--- src/rtl/lsu_mem_ctrl.sv ---
// Load/store unit: accepts one EXU request, checks opcode and alignment,
// issues one aligned bus transaction with byte mask, and returns extended
// load data with an error cause.
module lsu_mem_ctrl #(
  parameter int unsigned XLEN    = 32,
  parameter int unsigned ADDR_W  = 32,
  parameter int unsigned TIMEOUT = 0
) (
  input  logic              clk,
  input  logic              rst_n,
  input  logic              req_valid,
  output logic              req_ready,
  input  logic              req_wen,
  input  logic [2:0]        req_op,
  input  logic [ADDR_W-1:0] req_addr,
  input  logic [XLEN-1:0]   req_wdata,
  output logic              resp_valid,
  input  logic              resp_ready,
  output logic [XLEN-1:0]   resp_rdata,
  output logic [1:0]        resp_cause,
  output logic              mem_req_valid,
  input  logic              mem_req_ready,
  output logic              mem_req_wen,
  output logic [ADDR_W-1:0] mem_req_addr,
  output logic [XLEN-1:0]   mem_req_wdata,
  output logic [XLEN/8-1:0] mem_req_wmask,
  input  logic              mem_resp_valid,
  input  logic [XLEN-1:0]   mem_resp_rdata,
  input  logic              mem_resp_err
);

  localparam int unsigned NB   = XLEN / 8;
  localparam int unsigned OffW = $clog2(NB);
  localparam int unsigned CntW = (TIMEOUT > 0) ? $clog2(TIMEOUT + 1) : 1;

  typedef enum logic [1:0] {StIdle, StMreq, StMwait, StResp} state_e;

  state_e            state_q, state_d;
  logic [2:0]        op_q, op_d;
  logic [OffW-1:0]   off_q, off_d;
  logic              wen_q, wen_d;
  logic [CntW-1:0]   cnt_q, cnt_d;
  logic              mem_req_valid_q, mem_req_valid_d;
  logic              mem_req_wen_q, mem_req_wen_d;
  logic [ADDR_W-1:0] mem_req_addr_q, mem_req_addr_d;
  logic [XLEN-1:0]   mem_req_wdata_q, mem_req_wdata_d;
  logic [NB-1:0]     mem_req_wmask_q, mem_req_wmask_d;
  logic              resp_valid_q, resp_valid_d;
  logic [XLEN-1:0]   resp_rdata_q, resp_rdata_d;
  logic [1:0]        resp_cause_q, resp_cause_d;

  logic [OffW-1:0]   req_off;
  logic              illegal, misaligned;
  logic [7:0]        base_mask;
  logic [NB-1:0]     fmt_mask;
  logic [XLEN-1:0]   fmt_wdata;
  logic [ADDR_W-1:0] fmt_addr;
  logic [XLEN-1:0]   ld_sh, ld_data;
  logic              ld_sgn;

  assign req_off = req_addr[OffW-1:0];

  // Request decode: opcode legality, alignment and store formatting
  always_comb begin
    illegal = (req_op == 3'd7);
    if (XLEN == 32) begin
      if (req_wen) illegal = illegal | (req_op >= 3'd3);
      else         illegal = illegal | (req_op == 3'd3) | (req_op == 3'd6);
    end else if (req_wen) begin
      illegal = illegal | (req_op >= 3'd4);
    end
    unique case (req_op[1:0])
      2'd0:    misaligned = 1'b0;
      2'd1:    misaligned = req_addr[0];
      2'd2:    misaligned = |req_addr[1:0];
      default: misaligned = |req_addr[2:0];
    endcase
    unique case (req_op[1:0])
      2'd0:    base_mask = 8'h01;
      2'd1:    base_mask = 8'h03;
      2'd2:    base_mask = 8'h0F;
      default: base_mask = 8'hFF;
    endcase
    fmt_mask  = NB'(base_mask) << req_off;
    fmt_wdata = req_wdata << {req_off, 3'b000};
    fmt_addr  = req_addr & ~ADDR_W'(NB - 1);
  end

  // Load data: shift the addressed bytes down, then sign/zero extend
  always_comb begin
    ld_sh  = mem_resp_rdata >> {off_q, 3'b000};
    ld_sgn = ~op_q[2];
    unique case (op_q[1:0])
      2'd0:    ld_data = ld_sgn ? XLEN'($signed(ld_sh[7:0]))  : XLEN'(ld_sh[7:0]);
      2'd1:    ld_data = ld_sgn ? XLEN'($signed(ld_sh[15:0])) : XLEN'(ld_sh[15:0]);
      2'd2:    ld_data = ld_sgn ? XLEN'($signed(ld_sh[31:0])) : XLEN'(ld_sh[31:0]);
      default: ld_data = ld_sh;
    endcase
  end

  // Next-state and registered-output logic
  always_comb begin
    state_d         = state_q;
    op_d            = op_q;
    off_d           = off_q;
    wen_d           = wen_q;
    cnt_d           = cnt_q;
    mem_req_valid_d = mem_req_valid_q;
    mem_req_wen_d   = mem_req_wen_q;
    mem_req_addr_d  = mem_req_addr_q;
    mem_req_wdata_d = mem_req_wdata_q;
    mem_req_wmask_d = mem_req_wmask_q;
    resp_valid_d    = resp_valid_q;
    resp_rdata_d    = resp_rdata_q;
    resp_cause_d    = resp_cause_q;
    unique case (state_q)
      StIdle: begin
        if (req_valid && req_ready) begin
          op_d            = req_op;
          off_d           = req_off;
          wen_d           = req_wen;
          mem_req_wen_d   = req_wen;
          mem_req_addr_d  = fmt_addr;
          mem_req_wdata_d = fmt_wdata;
          mem_req_wmask_d = req_wen ? fmt_mask : '0;
          resp_rdata_d    = '0;
          resp_cause_d    = 2'd0;
          if (illegal) begin
            state_d      = StResp;
            resp_valid_d = 1'b1;
            resp_cause_d = 2'd2;
          end else if (misaligned) begin
            state_d      = StResp;
            resp_valid_d = 1'b1;
            resp_cause_d = 2'd1;
          end else begin
            state_d         = StMreq;
            mem_req_valid_d = 1'b1;
          end
        end
      end
      StMreq: begin
        if (mem_req_ready) begin
          mem_req_valid_d = 1'b0;
          cnt_d           = '0;
          state_d         = StMwait;
        end
      end
      StMwait: begin
        if (mem_resp_valid) begin
          state_d      = StResp;
          resp_valid_d = 1'b1;
          if (mem_resp_err) begin
            resp_cause_d = 2'd3;
            resp_rdata_d = '0;
          end else begin
            resp_cause_d = 2'd0;
            resp_rdata_d = wen_q ? '0 : ld_data;
          end
        end else if (TIMEOUT > 0) begin
          if (cnt_q != CntW'(TIMEOUT)) cnt_d = cnt_q + 1'b1;
          if (cnt_d == CntW'(TIMEOUT)) begin
            state_d      = StResp;
            resp_valid_d = 1'b1;
            resp_cause_d = 2'd3;
            resp_rdata_d = '0;
          end
        end
      end
      StResp: begin
        if (resp_ready) begin
          resp_valid_d = 1'b0;
          state_d      = StIdle;
        end
      end
      default: state_d = StIdle;
    endcase
  end

  // State and output registers; everything clears on reset
  always_ff @(posedge clk or negedge rst_n) begin
    if (!rst_n) begin
      state_q         <= StIdle;
      op_q            <= '0;
      off_q           <= '0;
      wen_q           <= 1'b0;
      cnt_q           <= '0;
      mem_req_valid_q <= 1'b0;
      mem_req_wen_q   <= 1'b0;
      mem_req_addr_q  <= '0;
      mem_req_wdata_q <= '0;
      mem_req_wmask_q <= '0;
      resp_valid_q    <= 1'b0;
      resp_rdata_q    <= '0;
      resp_cause_q    <= '0;
    end else begin
      state_q         <= state_d;
      op_q            <= op_d;
      off_q           <= off_d;
      wen_q           <= wen_d;
      cnt_q           <= cnt_d;
      mem_req_valid_q <= mem_req_valid_d;
      mem_req_wen_q   <= mem_req_wen_d;
      mem_req_addr_q  <= mem_req_addr_d;
      mem_req_wdata_q <= mem_req_wdata_d;
      mem_req_wmask_q <= mem_req_wmask_d;
      resp_valid_q    <= resp_valid_d;
      resp_rdata_q    <= resp_rdata_d;
      resp_cause_q    <= resp_cause_d;
    end
  end

  // rst_n gates req_ready so it reads 0 throughout reset
  assign req_ready     = rst_n && (state_q == StIdle);
  assign mem_req_valid = mem_req_valid_q;
  assign mem_req_wen   = mem_req_wen_q;
  assign mem_req_addr  = mem_req_addr_q;
  assign mem_req_wdata = mem_req_wdata_q;
  assign mem_req_wmask = mem_req_wmask_q;
  assign resp_valid    = resp_valid_q;
  assign resp_rdata    = resp_rdata_q;
  assign resp_cause    = resp_cause_q;

endmodule

--- config.mk ---
export PLATFORM = sky130hd
export DESIGN_NAME = lsu_mem_ctrl
export DESIGN_NICKNAME = d
export VERILOG_FILES = /design/src/rtl/lsu_mem_ctrl.sv
export SDC_FILE = /design/constraint.sdc
export NUM_CORES = 1
export LEC_CHECK = 0
export CORE_AREA = 2 2 89 133
export CTS_BUF_LIST = sky130_fd_sc_hd__clkbuf_8
export CTS_CLUSTER_SIZE = 12
export DETAILED_ROUTE_END_ITERATION = 7
export DIE_AREA = 0 0 91 135
export GPL_TIMING_DRIVEN = 0
export PLACE_DENSITY = 0.95
export SLEW_MARGIN = 20
export SYNTH_ARGS = -nofsm -noshare
export SYNTH_HDL_FRONTEND = slang
export SYNTH_SLANG_ARGS = --single-unit
--- constraint.sdc ---
create_clock -name clk -period 2.8 [get_ports clk]
set_input_delay 0.42 -clock clk [delete_from_list [all_inputs] [get_ports clk]]
set_output_delay 0.42 -clock clk [all_outputs]
set_load 0.01 [all_outputs]
==> results.sh <==
export IMPL_grt_max_degree=58
export IMPL_outcome="finished, violations left"
export IMPL_syn_cell_area_mm2=0.00535
export IMPL_peakVddDrop_uv=504
export IMPL_powerDensity_mw_per_mm2=963
export IMPL_cts_root_buf="clkbuf_8"
export IMPL_synth_cells=495
export IMPL_routabilityCongestion=0.921
export IMPL_hold_viol=4
export IMPL_drt_iter0_drc=267
export IMPL_portBuffers=209
export IMPL_ctsHoldBuffers=0
export IMPL_leakage_uw=0.00336
export IMPL_cts_setup_buffers=0
export IMPL_p_total_uw=7560
export IMPL_hold_slack_ns=-0.00592
export IMPL_grt_util_met1=0.299
export IMPL_crit_path_max_fanout=9
export IMPL_path_class="reg -> reg"
export IMPL_wirelength_um=17400
export IMPL_internal_power_uw=4780
export IMPL_clock_fmax_mhz=400
export IMPL_hp_class="in -> async"
export IMPL_route_vias_total=4977
export IMPL_die_y_um=135
export IMPL_critPathArrivalTime_ns=2.81
export IMPL_grt_pass1_wl_um=27000
export IMPL_fin_cells=868
export IMPL_dieWidth_um=91
export IMPL_post_cts_resized=0
export IMPL_r2r_slack_ns=0.30
export IMPL_rsz0062_at_grt="no"
export IMPL_worst_slew_pin_slew_ns=0.922
export IMPL_r2r_end="resp_rdata[23]"
export IMPL_ys_types=43
export IMPL_r2r_start="state_q[0]"
export IMPL_antenna_found_initial=0
export IMPL_required_ns=3.11
export IMPL_power_frac_comb=0.517
export IMPL_critPathSlowestCell="nor2_1"
export IMPL_layout_common_cells="clkdlybuf4s50_1, dfrtp_1, nand2_1"
export IMPL_dr_pass1_iters=5
export IMPL_start_util=0.483
export IMPL_yosys_area_top_type_share=0.515
export IMPL_endpoint_kind="flip-flop"
export IMPL_ys_ff_latch=110
export IMPL_synth_area_leaders="dfrtp_1, mux2_2, mux2i_1"
export IMPL_syn_to_final_growth_pct=46.9
export IMPL_switching_power_uw=2780
export IMPL_rr_worst_depth=6
export IMPL_dpl_cell_count=853
export IMPL_diodes=0
export IMPL_relSlewSlack=0.382
export IMPL_violations="negative hold slack"
export IMPL_viasPerCell=5.73
export IMPL_yosysWarnings=0
export IMPL_crit_path_max_incr_delay_ns=0.75
export IMPL_clk_pin_slew_ns=0.11
export IMPL_hpwl_um=13900
export IMPL_busiest_layer="met2"
export IMPL_grt_pass1_vias=5129
export IMPL_gr_total_overflow=0
export IMPL_p_seq_frac=0.355
export IMPL_yosys_area_top_type="dfrtp_1"
export IMPL_grt_usage=0.282
export IMPL_avgSynthCellArea_um2=10.8
export IMPL_fin_crit_sh=0.893
export IMPL_drive_gt1_frac=0.126
export IMPL_clkPwrFrac=0.128
export IMPL_cts_tree="built"
export IMPL_cts_sinks=110
export IMPL_drt_wirelength_per_cell_um=20.1
export IMPL_fin_skew_ns=0.0166
export IMPL_layout_commonest_cell="clkdlybuf4s50_1"
export IMPL_swShare=0.368
export IMPL_drv_slew=0
export IMPL_ys_seq_area_frac=0.515
export IMPL_clkLatencyLatePin_ns=0.38
export IMPL_cts_buffers=9
export IMPL_setup_viol=0
export IMPL_finalWorstPathRequiredPeriod_ns=2.50
export IMPL_pin_count=213
export IMPL_use_met2=0.507
export IMPL_cts_buffer_depth=2
export IMPL_nets=830
export IMPL_dieArea_mm2=0.0123
export IMPL_drc=0
export IMPL_crit_path_start_kind="flip-flop"
export IMPL_ant_nets=0
export IMPL_max_cap_violations=0
export IMPL_path_cells="inv_1, ha_1, clkbuf_1, nand4_1, nor2_1, a221o_1"
export IMPL_rows=47
export IMPL_core_area_mm2=0.0111
export IMPL_cts_max_level=3
export IMPL_grt_use_met3=0.0631
## worst max-delay path, delay by kind of cell, from the launching register on
family | cells | cell delay, ns
flops | 1 | 0.43
fa+ha+maj | 1 | 0.15
simple gates | 2 | 1.15
compound gates | 1 | 0.26
buf+inv | 2 | 0.44
## cells by family (layout without fill, tap and decap cells)
group,count (synthesis),after routing,synth area share
other cells,1,2,0.000702
fa+ha+maj,6,6,0.0140
buf+inv,44,269,0.0382
compound gates,126,126,0.153
flops,110,110,0.515
simple gates,122,122,0.104
mux,86,86,0.176
## power by group through the flow
| stage | logic (uW) | clock network [uW] | registers (uW) |
|---|---|---|---|
| 2_1_floorplan | 1560 | 0 | 2960 |
| 3_3_place_gp | 3760 | 0 | 2660 |
| 3_5_place_dp | 3910 | 0 | 2720 |
| 4_1_cts | 3920 | 985 | 2690 |
| 5_1_grt | 4160 | 1050 | 2770 |
| 6_report | 3900 | 968 | 2690 |
## state kept, by name, indices dropped and copies added, names as in the netlist
name,cells
resp_rdata,32
mem_req_wen,1
op_q,3
resp_valid,1
mem_req_wmask,4
off_q,2
mem_req_wdata,32
resp_cause,2
state_q,2
mem_req_addr,30
mem_req_valid,1
## worst max-delay path by stage
stage,endpoint,from,cells after the start,slack [ns]
floorplan,mem_req_addr[10],state_q[0],7,0.89
detailed placement,resp_cause[1],rst_n,6,0.24
global placement,mem_req_addr[31],rst_n,6,-3.54
CTS,resp_cause[1],state_q[0],8,0.34
global route,resp_rdata[24],state_q[0],6,0.10
finish,resp_rdata[23],state_q[0],6,0.30
## layer usage
layer / vias up / routed length, um / share of wire
li1: 2204 / - / -
met1: 2398 / 5950 / 0.34
met2: 303 / 9130 / 0.52
met3: 72 / 1380 / 0.079
met4: 0 / 957 / 0.055
met5: - / 0 / 0
## stage by stage
stage / worst slack, ns / util / cell area, um^2 / setup TNS, ns
3_3_place_gp: -3.54 / 0.690 / 7620 / -675.94
2_1_floorplan: 0.893 / - / 5350 / 0
4_1_cts: 0.344 / 0.710 / 7850 / 0
5_1_grt: 0.102 / 0.710 / 7850 / 0
3_5_place_dp: 0.236 / 0.692 / 7650 / 0
6_report: 0.300 / 0.710 / 7850 / 0
## synthesized netlist by cell type
cell / n
dfrtp_1: 110
nand2_1: 61
mux2_2: 49
o21ai_0: 46
a21oi_1: 36
mux2i_1: 35
nor2_1: 30
clkbuf_1: 17
a221o_1: 16
buf_2: 13
a211oi_1: 9
inv_1: 8
nand3b_1: 8
nor2b_1: 8
o31ai_1: 8
ha_1: 6
nand2b_1: 3
buf_1: 2
buf_4: 2
buf_6: 2
nand3_1: 2
o211ai_1: 2
or3_1: 2
a21bo_2: 1
a221oi_1: 1
a22o_1: 1
a32oi_1: 1
and2_1: 1
and4_1: 1
conb_1: 1
mux2_4: 1
mux4_2: 1
nand4_1: 1
nor3_1: 1
nor3_2: 1
nor3b_2: 1
nor4_1: 1
o2111a_4: 1
o2111ai_1: 1
o2bb2a_4: 1
o2bb2ai_1: 1
o311ai_0: 1
or2_2: 1
## area by class of cell
class | instances | area [um^2]
clock buffer | 9 | 124
clock inverter | 6 | 75.1
fill | 823 | 3200
sequential | 110 | 2750
inverter | 8 | 30.0
tap | 147 | 184
multi-input combinational | 342 | 2390
buffer | 36 | 174
timing repair buffer | 210 | 2120
Power figures use the tool's default switching activity.
